<file path="config.mk">
export PLATFORM = sky130hd
export DESIGN_NAME = fetch_queue
export DESIGN_NICKNAME = d
export VERILOG_FILES = /design/src/rtl/fetch_queue.sv
export SDC_FILE = /design/constraint.sdc
export NUM_CORES = 1
export LEC_CHECK = 0
export BUFFER_PORTS_ARGS = -buffer_cell sky130_fd_sc_hd__buf_2
export CAP_MARGIN = 25
export CORE_MARGIN = 1
export CORE_UTILIZATION = 40
export CTS_BUF_LIST = sky130_fd_sc_hd__clkbuf_16
export CTS_CLUSTER_DIAMETER = 80
export DETAILED_ROUTE_END_ITERATION = 16
export GPL_TIMING_DRIVEN = 0
export SETUP_SLACK_MARGIN = 0.02
export SLEW_MARGIN = 20
export SYNTH_ARGS = -nofsm -noshare
export SYNTH_HDL_FRONTEND = slang
export SYNTH_SLANG_ARGS = --single-unit
</file>
<file path="constraint.sdc">
create_clock -name clk -period 3 [get_ports clk]
set_input_delay 0.15 -clock clk [delete_from_list [all_inputs] [get_ports clk]]
set_output_delay 0.15 -clock clk [all_outputs]
set_load 0.01 [all_outputs]
</file>
<file path="src/rtl/fetch_queue.sv">
// fetch_queue: receiving end of the fetch interface.
// Holds {pc, instruction} pairs from fetch and hands them to decode in order
// over a valid/ready handshake. freeze_if holds fetch while the queue is full;
// flush (taken branch) discards every queued entry.
// Optional feature macro: FETCH_QUEUE_BYPASS_EN. When it is defined, a word
// arriving at an empty queue is shown to decode in the same cycle.
module fetch_queue #(
  parameter int BIT_NUMBER = 32,
  parameter int DEPTH      = 4,
  parameter int PTR_W      = 2
) (
  input  logic                  clk,
  input  logic                  rst,
  input  logic                  flush,
  input  logic [BIT_NUMBER-1:0] if_pc,
  input  logic [BIT_NUMBER-1:0] if_instruction,
  output logic                  freeze_if,
  input  logic                  id_ready,
  output logic                  id_valid,
  output logic [BIT_NUMBER-1:0] id_pc,
  output logic [BIT_NUMBER-1:0] id_instruction,
  output logic [PTR_W:0]        occupancy
);

  localparam logic [PTR_W:0] FULL_CNT = (PTR_W+1)'(DEPTH);

  logic [BIT_NUMBER-1:0] pc_mem_q    [DEPTH];
  logic [BIT_NUMBER-1:0] instr_mem_q [DEPTH];

  logic [PTR_W-1:0] wr_ptr_q, wr_ptr_d;
  logic [PTR_W-1:0] rd_ptr_q, rd_ptr_d;
  logic [PTR_W:0]   count_q,  count_d;

  logic head_valid;
  logic consume_bypass;
  logic push;
  logic pop;

  // Full flag comes from the registered count only, so it never depends on id_ready.
  assign freeze_if  = (count_q == FULL_CNT);
  assign head_valid = (count_q != '0);
  assign occupancy  = count_q;

`ifdef FETCH_QUEUE_BYPASS_EN
  logic bypass_hit;

  // Empty queue and no branch: the incoming word goes straight to decode.
  assign bypass_hit     = !rst && !flush && !head_valid;
  assign consume_bypass = bypass_hit && id_ready;

  // Head entry when present, otherwise the bypassed fetch word, otherwise zero.
  always_comb begin
    id_valid       = head_valid || bypass_hit;
    id_pc          = '0;
    id_instruction = '0;
    if (head_valid) begin
      id_pc          = pc_mem_q[rd_ptr_q];
      id_instruction = instr_mem_q[rd_ptr_q];
    end else if (bypass_hit) begin
      id_pc          = if_pc;
      id_instruction = if_instruction;
    end
  end
`else
  assign consume_bypass = 1'b0;

  // Head entry gated to zero while the queue is empty.
  always_comb begin
    // NOTE: every output gets a default first so no path leaves it unassigned (no latch).
    id_valid       = head_valid;
    id_pc          = '0;
    id_instruction = '0;
    if (head_valid) begin
      id_pc          = pc_mem_q[rd_ptr_q];
      id_instruction = instr_mem_q[rd_ptr_q];
    end
  end
`endif

  // Fetch advances on every unfrozen cycle, so a word is captured on each of them
  // unless a branch is redirecting fetch or the word was consumed by the bypass.
  assign push = !freeze_if && !flush && !consume_bypass;
  assign pop  = head_valid && id_ready && !flush;

  // Pointer and count next state; flush empties the queue outright.
  always_comb begin
    wr_ptr_d = wr_ptr_q;
    rd_ptr_d = rd_ptr_q;
    count_d  = count_q;
    if (flush) begin
      wr_ptr_d = '0;
      rd_ptr_d = '0;
      count_d  = '0;
    end else begin
      // DEPTH is a power of two, so the pointers wrap by natural overflow.
      if (push) wr_ptr_d = wr_ptr_q + 1'b1;
      if (pop)  rd_ptr_d = rd_ptr_q + 1'b1;
      unique case ({push, pop})
        2'b10:   count_d = count_q + 1'b1;
        2'b01:   count_d = count_q - 1'b1;
        default: count_d = count_q;
      endcase
    end
  end

  // Control state register with synchronous reset that overrides every other input.
  always_ff @(posedge clk) begin
    // NOTE: sequential state uses non-blocking assignments so all registers update together.
    if (rst) begin
      wr_ptr_q <= '0;
      rd_ptr_q <= '0;
      count_q  <= '0;
    end else begin
      wr_ptr_q <= wr_ptr_d;
      rd_ptr_q <= rd_ptr_d;
      count_q  <= count_d;
    end
  end

  // Entry storage write port.
  always_ff @(posedge clk) begin
    // NOTE: storage is deliberately not reset; id_valid gating hides stale contents.
    if (push && !rst) begin
      pc_mem_q[wr_ptr_q]    <= if_pc;
      instr_mem_q[wr_ptr_q] <= if_instruction;
    end
  end

endmodule

</file>
==> flow_metrics.tcl <==
set metrics [dict create \
    outcome "complete, no violations" \
    dp_hpwl_um 11400 \
    post_cts.repair.setup_buffers 0 \
    cts_tree "yes" \
    initial_core_util_pct 40.7 \
    htreeDepth 1 \
    vias 5125 \
    globalRouteOverflowTotal 0 \
    fin_ws_ns 0.486 \
    end_kind "flop" \
    worst_pin_slew_ns 0.513 \
    synthesis.nets 531 \
    critPathMaxStageDelay_ns 0.57 \
    cts_resized 0 \
    finalHoldViolCount 0 \
    crit_path_top_delay_cell "dlygate4sd3_1" \
    synth.area.top_cells "edfxtp_1 75%, mux4_2 13%, and2_1 4.2%" \
    ys_warn_count 0 \
    startpoint_type "flop" \
    numCtsBuffers 29 \
    p_leak_nw 4.61 \
    r2r_setup_slack_ns 0.49 \
    clk-insertion-delay-late_ns 0.54 \
    syn_area_per_cell_um2 22.3 \
    clock-sinks 265 \
    yosysTopAreaCellShare_pct 75.1 \
    finalNetCount 769 \
    hold_end "rd_ptr_q[0]$_SDFFE_PP0P_" \
    skew_ns 0.00655 \
    first_iter_violations 262 \
    gp_congestion 0.727 \
    netlist_instances 458 \
    grt.total_usage_pct 15.3 \
    worstPathRequired_ns 3.48 \
    rr_worst_depth 8 \
    rows 58 \
    stdcell_count 1049 \
    cp_max_fo 7 \
    yosysUniqueCellTypes 25 \
    final_antenna_net_count 0 \
    vias_per_cell 4.89 \
    fill_cells 2099 \
    cts_hold_buffers 67 \
    path_cells "buf_6 -> o31ai_1 -> nor2_1 -> ha_1 -> nor2b_1 -> mux2i_1 -> mux2i_1 -> dlygate4sd3_1" \
    grt_max_degree 41 \
    crit_arrival_ns 2.99 \
    route.detailed.drc 0 \
    min_from "id_ready" \
    peakVddDrop_mv 0.460 \
    antenna_found_initial 0 \
    post-place-ws_ns 0.731 \
    cts_root_buffer "clkbuf_16" \
    tns_ns 0 \
    min_period_ns 2.51 \
    grt_pass1_vias 5512 \
    r2r-start "occupancy[0]$_SDFFE_PP0P_" \
    hold_path.class "in -> reg" \
    synth_common_cells "256 x edfxtp_1, 68 x and2_1, 60 x mux4_2, 10 x nor2_1, 9 x dfxtp_1" \
    timing.rr.end "occupancy[2]$_SDFFE_PP0P_" \
    yosys.area.top_type "edfxtp_1" \
    ctsLongestPathBuffers 3 \
    netlist_area_um2 10200 \
    synthArstFlopShare_pct 0 \
    grt_first_pass_wirelength_um 30500 \
    clk_pin_slew_ns 0.06 \
    holdWs_ns 0.0445 \
    cp_common_cell "mux2i_1" \
    setup_viol 0 \
    first_pass_iters 5 \
    syn2layout_area_growth_pct 27.4 \
    die_h_um 162 \
    die_w_um 162 \
    post-place-cells 928 \
    port_buffers 136 \
    slew_headroom_pct 65.8 \
    post-route-util_pct 51.9 \
    wirelength_um 19700 \
    synth_edf_count 256 \
    rsz0062_at_grt "no" \
    core_um2 25100 \
    maxCapViolations 0 \
    avgRoutedWirePerCell_um 18.8 \
    final-max-slew-violation-count 0 \
    hold_depth 4 \
    drive_above_1_share_pct 37.8 \
    fin_crit_sh_pct 83.8 \
    synth_flop_cell "edfxtp_1" \
    timing.fmax_ghz 0.398 \
    diodes 0 \
    power_density_nw_per_um2 613 \
    pin_count 137 \
    crit_type "reg -> reg" \
    yosysSeqAreaShare_pct 76.9 \
    dieArea_um2 26200 \
    yosys.cell_count.top_type "edfxtp_1" \
    ys_ff_latch 265 \
]
worst max-delay path, delay by kind of cell, from the launching register on:
family,cells,cell delay (ns)
fa+ha+maj,1,0.38
simple gates,2,0.18
flops,1,0.32
mux,2,0.48
buf+inv,2,0.70
compound gates,1,0.39
state kept, by name (all words and copies together), names as in the netlist, named ones only:
signal,flops
instr_mem_q,128
occupancy,3
pc_mem_q,128
rd_ptr_q,2
wr_ptr_q,2
logic make-up after synthesis:
group	count (synthesis)	synth area share, %
mux	67	14.5
compound gates	4	0.257
fa+ha+maj	5	0.612
buf+inv	25	2.18
flops	265	76.9
xor+xnor	5	0.428
simple gates	87	5.09
routing by layer:
metal,wire (um),vias to the layer above,share of wire (%),track usage [%]
met5,0,-,0,0
met4,391,0,2.0,4.29
met3,907,32,4.6,2.68
met2,9320,120,47,25.0
met1,9110,2637,46,21.2
li1,-,2336,-,-
worst max-delay path by stage:
| stage | from | to | slack, ns | cells after the start |
|---|---|---|---|---|
| 2_1_floorplan | occupancy[0]$_SDFFE_PP0P_ | instr_mem_q[0][0]$_DFFE_PP_ | 0.27 | 4 |
| 3_3_place_gp | flush | pc_mem_q[2][23]$_DFFE_PP_ | -1.18 | 5 |
| 3_5_place_dp | flush | instr_mem_q[0][7]$_DFFE_PP_ | 0.73 | 6 |
| 4_1_cts | occupancy[0]$_SDFFE_PP0P_ | id_pc[20] | 0.52 | 6 |
| 5_1_grt | occupancy[0]$_SDFFE_PP0P_ | occupancy[2]$_SDFFE_PP0P_ | 0.38 | 8 |
| 6_report | occupancy[0]$_SDFFE_PP0P_ | occupancy[2]$_SDFFE_PP0P_ | 0.49 | 8 |
area by class of cell:
cell class	instances	area [um2]	share of cell area (%)
multi-input cells	168	2150	16.5
clock inverters	25	203	1.55
repair buffers	207	1450	11.2
plain buffers	23	215	1.65
inverters	2	7.51	0.0576
clock buffers	29	726	5.57
well taps	330	413	3.17
flip-flops and latches	265	7870	60.4
where the power goes:
part / internal (mW) / total, mW / switching, mW
registers: 4.13 / 4.15 / 0.0156
logic: 0.224 / 0.438 / 0.214
clock network: 2.01 / 3.41 / 1.39
through the flow:
step	total power, mW	area (um2)
finish	8.00	13000
global route	8.28	13000
CTS	8.11	13000
detailed placement	4.61	11400
global placement	4.59	11300
floorplan	4.42	10200
placed cells by master, fill, tap and decap left out, types with 3 or more instances in the layout:
cell	n
and2_4	4
mux2i_1	3
ha_1	5
dlygate4sd3_1	67
mux4_2	60
clkinv_2	7
bufinv_16	3
buf_16	3
buf_2	142
nor2_1	10
clkbuf_16	29
clkinvlp_4	3
clkinv_1	8
or3_1	3
xor2_1	3
dfxtp_1	9
buf_12	7
and2_1	64
edfxtp_1	256
inv_1	4
mux4_1	4
clkbuf_2	7
(Power assumes the default switching activity.)
